`src/rtl/alu_pkg.sv`:
```
// Shared definitions for the 4-bit ALU command issuer: opcodes, FSM encoding, default width.
package alu_pkg;

    localparam int ALU_W = 4;

    localparam logic [2:0] OP_ADD  = 3'b000;
    localparam logic [2:0] OP_SUB  = 3'b001;
    localparam logic [2:0] OP_AND  = 3'b010;
    localparam logic [2:0] OP_OR   = 3'b011;
    localparam logic [2:0] OP_MUL  = 3'b100;
    localparam logic [2:0] OP_PASSA = 3'b101;
    localparam logic [2:0] OP_PASSB = 3'b110;
    localparam logic [2:0] OP_XOR  = 3'b111;

    typedef enum logic [1:0] {
        ST_IDLE = 2'd0,
        ST_MUL  = 2'd1,
        ST_DONE = 2'd2
    } state_t;

    function automatic logic is_mul(input logic [2:0] op);
        return op == OP_MUL;
    endfunction

endpackage

```
`src/rtl/alu_comb_slice.sv`:
```
// Combinational W-bit ALU for every opcode except multiply; operands are zero-extended to 2*W.
module alu_comb_slice
    import alu_pkg::*;
#(
    parameter int W = ALU_W
) (
    input  logic [2:0]     op,
    input  logic [W-1:0]   a,
    input  logic [W-1:0]   b,
    output logic [2*W-1:0] y
);

    logic [2*W-1:0] ax;
    logic [2*W-1:0] bx;

    assign ax = {{W{1'b0}}, a};
    assign bx = {{W{1'b0}}, b};

    always_comb begin
        y = '0;
        case (op)
            OP_ADD:   y = ax + bx;
            OP_SUB:   y = ax - bx;
            OP_AND:   y = ax & bx;
            OP_OR:    y = ax | bx;
            OP_PASSA: y = ax;
            OP_PASSB: y = bx;
            OP_XOR:   y = ax ^ bx;
            // Multiply runs iteratively in the issuer; this slice never produces it.
            default:  y = '0;
        endcase
    end

endmodule

```
`src/rtl/alu_seq_issuer.sv`:
```
// Command front end for the ALU: single-cycle ops via alu_comb_slice, shift-add multiply.
// Optional macro ALU_ACC_EN adds cmd_use_acc to chain on the previous result.
module alu_seq_issuer
    import alu_pkg::*;
#(
    parameter int W = ALU_W
) (
    input  logic           clk,
    input  logic           rst_n,
    input  logic           cmd_valid,
    output logic           cmd_ready,
    input  logic [2:0]     cmd_op,
`ifdef ALU_ACC_EN
    input  logic           cmd_use_acc,
`endif
    input  logic [W-1:0]   cmd_a,
    input  logic [W-1:0]   cmd_b,
    output logic           res_valid,
    input  logic           res_ready,
    output logic [2*W-1:0] res_y,
    output logic           res_zero,
    output logic           busy
);

    // Handshakes: a command transfers on a rising edge where cmd_valid & cmd_ready;
    // a result transfers where res_valid & res_ready. Valid must not depend on ready,
    // and a producer holds its payload stable until the transfer edge.

    localparam int CW = $clog2(W) + 1;

    state_t         state;
    state_t         state_next;
    logic           accept;
    logic           mul_last;
    logic [W-1:0]   op_a;
    logic [2*W-1:0] slice_y;

    logic [2*W-1:0] acc;
    logic [2*W-1:0] mcand;
    logic [W-1:0]   mplier;
    logic [CW-1:0]  cnt;
    logic [2*W-1:0] acc_sum;

    // Visible FSM state for hierarchical checkers.
    state_t         dbg_state;
    assign dbg_state = state;

`ifdef ALU_ACC_EN
    // res_y only updates on completion, so its low half is the latest finished result.
    assign op_a = cmd_use_acc ? res_y[W-1:0] : cmd_a;
`else
    assign op_a = cmd_a;
`endif

    alu_comb_slice #(.W(W)) u_slice (
        .op (cmd_op),
        .a  (op_a),
        .b  (cmd_b),
        .y  (slice_y)
    );

    assign acc_sum = acc + (mplier[0] ? mcand : '0);

    always_ff @(posedge clk or negedge rst_n) begin
        if (!rst_n) begin
            state <= ST_IDLE;
        end else begin
            state <= state_next;
        end
    end

    always_comb begin
        state_next = state;
        cmd_ready  = 1'b0;
        accept     = 1'b0;
        mul_last   = 1'b0;
        case (state)
            ST_IDLE: begin
                cmd_ready = 1'b1;
                accept    = cmd_valid;
                if (accept) begin
                    state_next = is_mul(cmd_op) ? ST_MUL : ST_DONE;
                end
            end
            ST_MUL: begin
                mul_last = (cnt == CW'(W - 1));
                if (mul_last) begin
                    state_next = ST_DONE;
                end
            end
            ST_DONE: begin
                cmd_ready = res_ready;
                accept    = cmd_valid & res_ready;
                if (accept) begin
                    state_next = is_mul(cmd_op) ? ST_MUL : ST_DONE;
                end else if (res_ready) begin
                    state_next = ST_IDLE;
                end
            end
            default: state_next = ST_IDLE;
        endcase
    end

    assign res_valid = (state == ST_DONE);
    assign busy      = (state != ST_IDLE);

    always_ff @(posedge clk or negedge rst_n) begin
        if (!rst_n) begin
            res_y    <= '0;
            res_zero <= 1'b0;
            acc      <= '0;
            mcand    <= '0;
            mplier   <= '0;
            cnt      <= '0;
        end else if (accept) begin
            if (is_mul(cmd_op)) begin
                acc    <= '0;
                mcand  <= {{W{1'b0}}, op_a};
                mplier <= cmd_b;
                cnt    <= '0;
            end else begin
                res_y    <= slice_y;
                res_zero <= (slice_y == '0);
            end
        end else if (state == ST_MUL) begin
            acc    <= acc_sum;
            mcand  <= mcand << 1;
            mplier <= mplier >> 1;
            cnt    <= cnt + 1'b1;
            if (mul_last) begin
                res_y    <= acc_sum;
                res_zero <= (acc_sum == '0);
            end
        end
    end

endmodule

```
`config.mk`:
```
export PLATFORM = sky130hd
export DESIGN_NAME = alu_seq_issuer
export DESIGN_NICKNAME = d
export VERILOG_FILES = /design/src/rtl/alu_pkg.sv /design/src/rtl/alu_comb_slice.sv /design/src/rtl/alu_seq_issuer.sv
export SDC_FILE = /design/constraint.sdc
export NUM_CORES = 1
export LEC_CHECK = 0
export ABC_AREA = 1
export CAP_MARGIN = 20
export CORE_MARGIN = 2
export CORE_UTILIZATION = 50
export CTS_BUF_LIST = sky130_fd_sc_hd__clkbuf_2
export DETAILED_ROUTE_END_ITERATION = 10
export PLACE_DENSITY_LB_ADDON = 0.3
export SLEW_MARGIN = 40
export SYNTH_ARGS = -nofsm -noshare
export SYNTH_HDL_FRONTEND = slang
export SYNTH_HIERARCHICAL = 1
export SYNTH_SLANG_ARGS = --single-unit
```
`constraint.sdc`:
```
create_clock -name clk -period 3.3 [get_ports clk]
set_input_delay 0.66 -clock clk [delete_from_list [all_inputs] [get_ports clk]]
set_output_delay 0.66 -clock clk [all_outputs]
set_load 0.1 [all_outputs]
```
# Word level (Yosys, flattened, before mapping)
# Cells that the tools add are included.
dict set report classes {
  addsub 4
  mul 0
  div_mod_pow 0
  n_lt_le_gt_ge 0
  n_eq_ne 15
  shifts 0
  muxes 31
  bitwise_logic 4
  reduce_logical 10
}
# cell n
set ops {}
lappend ops {{8-bit 2-to-1 mux} 11}
lappend ops {{8-bit case mux with 7 select lines} 1}
lappend ops {{8-bit zero test} 2}
lappend ops {{3-bit == test (second input constant)} 4}
lappend ops {{4-bit 2-to-1 mux} 3}
lappend ops {{2-bit 2-to-1 mux} 5}
lappend ops {{3-bit by 2-bit == test with 1-bit output (second input constant)} 3}
lappend ops {{3-bit 2-to-1 mux} 3}
lappend ops {{8-bit adder} 1}
lappend ops {{2-bit inequality test (second input constant)} 3}
lappend ops {{2-bit case mux with 3 select lines} 1}
lappend ops {{3-bit AND reduction} 2}
lappend ops {{2-bit nonzero test} 3}
lappend ops {{4-bit by 4-bit adder with 5-bit output} 1}
lappend ops {{1-bit 2-to-1 mux} 5}
lappend ops {{4-bit by 4-bit subtractor with 5-bit output} 1}
lappend ops {{4-bit bitwise AND} 1}
lappend ops {{4-bit bitwise OR} 1}
lappend ops {{1-bit case mux with 2 select lines} 2}
lappend ops {{4-bit bitwise XOR} 1}
lappend ops {{3-bit by 1-bit adder with 3-bit output (second input constant)} 1}
lappend ops {{3-bit by 1-bit == test with 1-bit output (second input constant)} 1}
lappend ops {{3-bit zero test} 1}
lappend ops {{3-bit by 1-bit inequality test with 1-bit output (second input constant)} 1}
lappend ops {{other kinds (6)} 6}
dict set report totals {
  register_bits 34
  latch_bits 0
  mem_bits_rw 0
  mem_bits_ro 0
  in_bits 15
  out_inout_bits 12
  word_cells 71
  n_memories 0
}

# Longest topological paths before layout
# Gate-level depths: netlist (run 1).
dict set report depth {
  word_depth 6
  ltp_mapped 15
  mapped_depth_nobuf 14
}

# Hierarchy
# Netlist (run 1), hierarchy kept.
# mod instances cells_per_inst area_each_um2 seq_area_each_um2
set modules_own_cells {}
lappend modules_own_cells {alu_seq_issuer 1 255 2047.0 850.8}
lappend modules_own_cells {alu_comb_slice 1 113 643.1 0.0}

# Worst setup path before layout (run 1)
# No wires, ideal clock.
dict set report synth_path {
  path_type {input to output}
  from {in res_ready}
  to {out cmd_ready}
  t_arrival_ns 2.147
  t_required_ns 2.640
  path_slack_ns 0.493
  cell_stages 2
  path_buffers 0
  path_cell_list {inv_1 a21oi_1}
}
dict set report synth_via {
  elab_chain_cells 1
}
# item line_no
set synth_lines {}
lappend synth_lines {{start, declared} alu_seq_issuer.sv:19} ;# input logic res_ready,
lappend synth_lines {{1-bit case mux with 2 select lines} alu_seq_issuer.sv:77} ;# case (state)
lappend synth_lines {{end, declared} alu_seq_issuer.sv:11} ;# output logic cmd_ready,
# No other way between the ends.

# Worst setup path in the final report (run 1)
dict set report layout_path {
  from {in cmd_a[0]}
  to {reg res_zero}
}
dict set report layout_via {
  elab_chain_cells 5
  word_cells_on_any_way 9
  classes_between {add/sub (2); mux (3); bitwise (3); reduce/logical (1)}
}
# item line_no
set layout_lines {}
lappend layout_lines {{start, declared} alu_seq_issuer.sv:16} ;# input logic [W-1:0] cmd_a,
lappend layout_lines {{4-bit by 4-bit subtractor with 5-bit output} alu_comb_slice.sv:23} ;# OP_SUB: y = ax - bx;
lappend layout_lines {{8-bit case mux with 7 select lines} alu_comb_slice.sv:21} ;# case (op)
lappend layout_lines {{named net slice_y[5]} alu_seq_issuer.sv:36} ;# logic [2*W-1:0] slice_y;
lappend layout_lines {{8-bit zero test} alu_seq_issuer.sv:123} ;# res_zero <= (slice_y == '0);
lappend layout_lines {{1-bit 2-to-1 mux} alu_seq_issuer.sv:116} ;# if (is_mul(cmd_op)) begin
lappend layout_lines {{1-bit 2-to-1 mux} alu_seq_issuer.sv:115} ;# end else if (accept) begin
lappend layout_lines {{end signal, assigned} alu_seq_issuer.sv:123}
lappend layout_lines {{end signal, assigned} alu_seq_issuer.sv:132} ;# res_zero <= (acc_sum == '0);
lappend layout_lines {{end, declared} alu_seq_issuer.sv:21} ;# output logic res_zero,
# The timed path passes the listed nets, and every way through them passes these cells. The select of a mux whose other input is x is not followed.
# A chain may end at the register's enable or synchronous reset.

==> reports/metrics.cfg, run 1 <==
[yosys]
synth_top_family_by_area=simple AND/OR/NAND/NOR gates
ys_seq_area_share_pct=31.6
synth_area_per_cell_um2=7.31
synth_mux_area_share_pct=0
synth_fp_nets=407
synth-warning-count=6
synth_fa_ha_area_share_pct=12.0
synth_flop_cell=dfrtp_1
synthDominantCellAreaShare_pct=31.6
synth_area_leaders=dfrtp_1 (32%), nand2_1 (12%), ha_1 (9.8%), inv_1 (8.2%), nand3_1 (5.4%)
ys_async_sr_fraction_pct=100
synth_cells=368
synth-simple-area-share_pct=30.7
synth_compound_gate_area_share_pct=11.9
syn-cell-area_um2=2690
synthDistinctLibCells=34
synth_seq_cells=34
synthXorXnorAreaFrac_pct=0.651
synth-edff-count=0
synth_top_area_cell=dfrtp_1

[timing]
tightest_slew_ns=0.574
max_clock_freq_mhz=386
worst_clock_skew_ns=0.0362
period_share_pct=78.6
final.setup.tns_ns=0
hold_violations=0
slew_viol_final=0
slew_headroom_pct=61.6
period_minus_slack_ns=2.59
rsz0062_at_grt=no
setup_violations=0

[cells_and_area]
final_cell_mix=nand2_1 (88), inv_1 (59), nor2_1 (37)
finalInstanceArea_um2=2940
layout_commonest_cell=nand2_1
nets=429
area_growth_pct=9.40
finalNonFillerCells=461
fin_util_pct=57.3
final_layout_size_suffix_gt1_share_pct=10.5
n_antenna_cell=0
nFillCells=528

[setup_path]
worstSetupPathType=in -> reg
crit_required_ns=3.64
crit_fanout=6
cp-start-kind=primary input
worstPathArrival_ns=2.93
rr_startpoint=mplier[0]
end_kind=flip-flop
critPathLaunch=cmd_a[0]

[placed_design]
place_area_um2=2900
io_buffer_count=26
placedCellCount=453
dpl.hpwl_mm=4.75
routabilityCongestion=0.898

[route]
drc_errors=0
drt-initial-drc-count=156
wire_per_inst_um=12.9
ant_nets=0
via_count=2395
via_per_inst=5.20
wl_mm=5.94
firstDrtPassIters=4

[clocking]
tritoncts=done
cts_root_buf=clkbuf_2
htree_levels=2
path_clk_slew_ns=0.20
insertion_delay_ns=0.39
cts.sinks=34
postCtsHoldBufs=0
cts_made_buffers=5
clockBufferDepth=2
cts_setup_buffers=0
cts_resized=0

[power_and_ir_drop]
power.density_nw_per_um2=913
peakVddDrop_v=0.000374
cellLeakagePower_uw=0.00160

[floorplanning]
die_x_um=77.4
rows=26
core-area_um2=5140
dieArea_um2=5980
die_h_um=77.4
num_io_pins=27
initial_core_util_pct=52.3

[global_routing]
grt_overflow=0
antenna_found_initial=0
grt_usage_pct=21.5
grt_max_degree=35
grt_pass1_wl_mm=10.5
grt_pass1_vias=2226

[worst_hold_path]
hp-class=reg -> reg
holdCritStartpoint=cnt[0]

[flow_run]
drv_cap=0

[outcome]
status=finished, final reports clean

flip-flops by register name (all words and copies together), names as in the netlist:
signal / cells
acc: 8
mcand: 8
res_y: 8
mplier: 4
cnt: 3
dbg_state: 2
res_zero: 1
where the power goes:
group          switching (µW)  total [µW]  leakage [µW]  internal, µW
logic                    1260        1750       0.00114           491
clock network             142         190     0.0000264          48.3
registers                 140         742      0.000428           602
total                    1550        2690       0.00160          1140
logic make-up (layout without fill, tap and decap cells):
kind of cell / count (synthesis) / after routing
AO/OA/AOI/OAI: 54 / 54
XOR/XNOR: 2 / 2
adder cells (fa/ha/maj): 24 / 24
buffers and inverters: 74 / 97
flip-flops: 34 / 34
AND/OR/NAND/NOR: 180 / 180
worst paths after layout:
kind,to,depth (start not counted),slack (ns)
setup reg to reg,res_zero,11,1.16
hold reg to reg,cnt[0],1,0.49
min in group asynchronous,res_y[7],2,0.64
hold / removal,cnt[0],1,0.49
max in group asynchronous,mcand[1],2,2.31
setup / recovery,res_zero,15,0.71
area by class of cell:
class                           instances  area [µm²]  share of cell area [%]
Clock buffer                            5        25.0                   0.850
Inverter                               62         240                    8.16
Clock inverter                          3        16.3                   0.553
Multi-Input combinational cell        260        1490                    50.5
Timing Repair Buffer                   27         238                    8.08
Sequential cell                        34         851                    28.9
Tap cell                               70        87.6                    2.98
layer usage:
layer  track usage [%]  share of wire [%]
met5                 0                  0
met1              28.7                 47
met4              7.32                1.9
met2              35.9                 48
met3              3.02                3.0
synth_stat cells, types with 3 or more instances:
| master | number |
|---|---|
| nand2_1 | 88 |
| inv_1 | 59 |
| nor2_1 | 37 |
| dfrtp_1 | 34 |
| nand3_1 | 29 |
| ha_1 | 21 |
| o21ai_0 | 13 |
| a21oi_1 | 12 |
| a31oi_1 | 8 |
| o21ai_1 | 6 |
| o21ai_2 | 6 |
| o22ai_1 | 6 |
| buf_6 | 5 |
| nand2_2 | 5 |
| nand4_1 | 5 |
| buf_2 | 3 |
| buf_4 | 3 |
| fa_1 | 3 |
| nand2_4 | 3 |
| or2_1 | 3 |
per-stage QoR:
step,hold slack [ns],setup slack [ns],total power [µW]
floorplan,0.364,0.493,2120
global placement,0.462,0.367,2480
detailed placement,0.469,0.304,2510
CTS,0.493,0.729,2700
global route,0.513,0.458,2910
finish,0.493,0.706,2690
critical path: stages:
cell	delay [ns]
clkdlybuf4s50_1	0.51
inv_1	0.09
ha_1	0.20
inv_1	0.08
fa_1	0.19
inv_1	0.04
nor2_1	0.12
nor2_1	0.06
o21ai_0	0.21
inv_1	0.16
nor4_1	0.29
nand3_1	0.10
nand2_1	0.07
inv_1	0.04
a21oi_1	0.13
Note: power is estimated with default switching activity, not from simulation.
==> run 2: changes to the inputs <==
==> constraint.sdc (replaced) <==
create_clock -name clk -period 2.57 [get_ports clk]
set_input_delay 0.514 -clock clk [delete_from_list [all_inputs] [get_ports clk]]
set_output_delay 0.514 -clock clk [all_outputs]
set_load 0.1 [all_outputs]
==> run 2 against run 1 <==
Register-to-register slack lost 0.80 ns. Sequential cell count is the same. Utilization grew 3.8 points. Setup slack lost 0.55 ns. First-iteration DRC count shrank 3.8%. Largest cell class unchanged. Final cell count grew 5.0%. Critical path depth shrank 4. Hold slack lost 0.0033 ns. Count of clock-buffer cells in the layout is the same. Via count grew 0.96%. Die area is the same.
==> reports/metrics.cfg, run 2 (synthesis results as in run 1) <==
[cells_and_area]
area_growth_pct=16.6
layout_commonest_cell=nand2_1
n_antenna_cell=0
final_cell_mix=nand2_1 (88), inv_1 (59), nor2_1 (37), buf_4 (37), dfrtp_1 (34)
nets=454
largest_registers=acc: 8 flops, mcand: 8 flops, res_y: 8 flops
final_layout_size_suffix_gt1_share_pct=15.7
finalInstanceArea_um2=3140
nFillCells=515
fin_util_pct=61.0

[power_and_ir_drop]
p_int_uw=1480
p_seq_share_pct=27.5
swShare_pct=56.9
p_clk_share_pct=6.5
pwr-share-comb_pct=66.1
peakVddDrop_v=0.000612
cellLeakagePower_uw=0.00172
netSwitchingPower_uw=1950
power.density_nw_per_um2=1100
power.total_uw=3440

[clocking]
htree_levels=2
cts.sinks=34
cts_root_buf=clkbuf_2
cts_made_buffers=5
clockBufferDepth=2
path_clk_slew_ns=0.16
insertion_delay_ns=0.37
tritoncts=done

[timing]
slew_viol_final=0
slew_headroom_pct=71.0
hold_slack_ns=0.490
setup_violations=0
period_share_pct=93.8
hold_violations=0
max_clock_freq_mhz=415
worst_clock_skew_ns=0.00956
period_minus_slack_ns=2.41
fin_ws_ns=0.158
tightest_slew_ns=0.435

[route]
wire_per_inst_um=12.5
firstDrtPassIters=4
drt-initial-drc-count=150
ant_nets=0
via_count=2418
wl_mm=6.06
via_per_inst=5.00
drc_errors=0

[global_routing]
antenna_found_initial=0
grt_pass1_vias=2330
grt_max_degree=35
grt_overflow=0
grt_pass1_wl_mm=10.8
grt_usage_pct=22.4

[setup_path]
path_cells=clkdlybuf4s50_1 > ha_1 > fa_1 > xor2_1 > a21oi_1 > nand3_1 > nor4_2 > nand3_1 > nand2_1 > inv_1 > a21oi_1
max_stage_delay_ns=0.46
end_kind=flip-flop
worstPathArrival_ns=2.71
crit_fanout=3
slowest_stage=clkdlybuf4s50_1
worstSetupPathType=in -> reg
crit_required_ns=2.87
r2r_slack_ns=0.36
cp-start-kind=primary input

[floorplanning]
die_h_um=77.4
core-area_um2=5140
rows=26
num_io_pins=27
dieArea_um2=5980
initial_core_util_pct=52.3
die_x_um=77.4

[placed_design]
routabilityCongestion=0.940
dpl.hpwl_mm=4.90
dpl_worst_slack_ns=-0.272
place_area_um2=3090
io_buffer_count=26

[flow_run]
drv_cap=0

[outcome]
status=finished, final reports clean

[worst_hold_path]
hp-class=reg -> reg

-- run 2: cell type report --
cell class | instances | area, µm² | share of cell area [%]
multi-input combinational | 260 | 1490 | 47.5
sequential | 34 | 851 | 27.1
timing repair buffer | 52 | 438 | 14.0
inverter | 62 | 240 | 7.66
tap | 70 | 87.6 | 2.79
clock buffer | 5 | 25.0 | 0.798
clock inverter | 1 | 3.75 | 0.120
-- run 2: layer usage --
layer / global-route usage [%] / part of all wire (%) / vias to the layer above
li1: - / - / 1269
met1: 30.0 / 47 / 1084
met2: 38.0 / 48 / 55
met3: 2.91 / 3.1 / 10
met4: 6.43 / 1.7 / 0
met5: 0 / 0 / -
-- run 2: worst max-delay path, delay by kind of cell --
family	cells	cell delay, ns
AOI/OAI and AO/OA	2	0.27
xor gates and xnor gates	1	0.16
adders and majority gates	2	0.65
buffers and inverters	2	0.50
and+or+nand+nor	4	0.62
-- run 2: what timing repair did --
| action | in CTS | in global routing |
|---|---|---|
| gates resized for setup | 0 | 2 |
| endpoints found under the setup margin | 0 | 1 |
| hold buffers | 0 | 0 |
| buffers inserted | 0 | 1 |
-- run 2: stage by stage --
stage | instances | TNS, ns
after floorplan | 368 | 0
after global placement | 477 | -0.258
after detailed placement | 477 | -0.428
after CTS | 483 | 0
after global routing | 484 | -0.00464
final | 484 | 0
-- run 2: path summary, 6_finish.rpt --
kind / to / from / cells past startpoint
min in group asynchronous: acc[6] / rst_n / 2
setup reg to reg: res_zero / mplier[0] / 11
setup / recovery: res_zero / cmd_b[0] / 11
hold / removal: cnt[0] / cnt[0] / 1
max in group asynchronous: mcand[0] / rst_n / 2
hold reg to reg: cnt[0] / cnt[0] / 1
-- run 2: power by group through the flow --
stage	clock network (µW)	registers [µW]	logic, µW
5_1_grt	257	978	2500
3_5_place_dp	0	953	2270
4_1_cts	226	940	2270
3_3_place_gp	0	943	2230
6_report	222	944	2270
2_1_floorplan	0	1380	1340
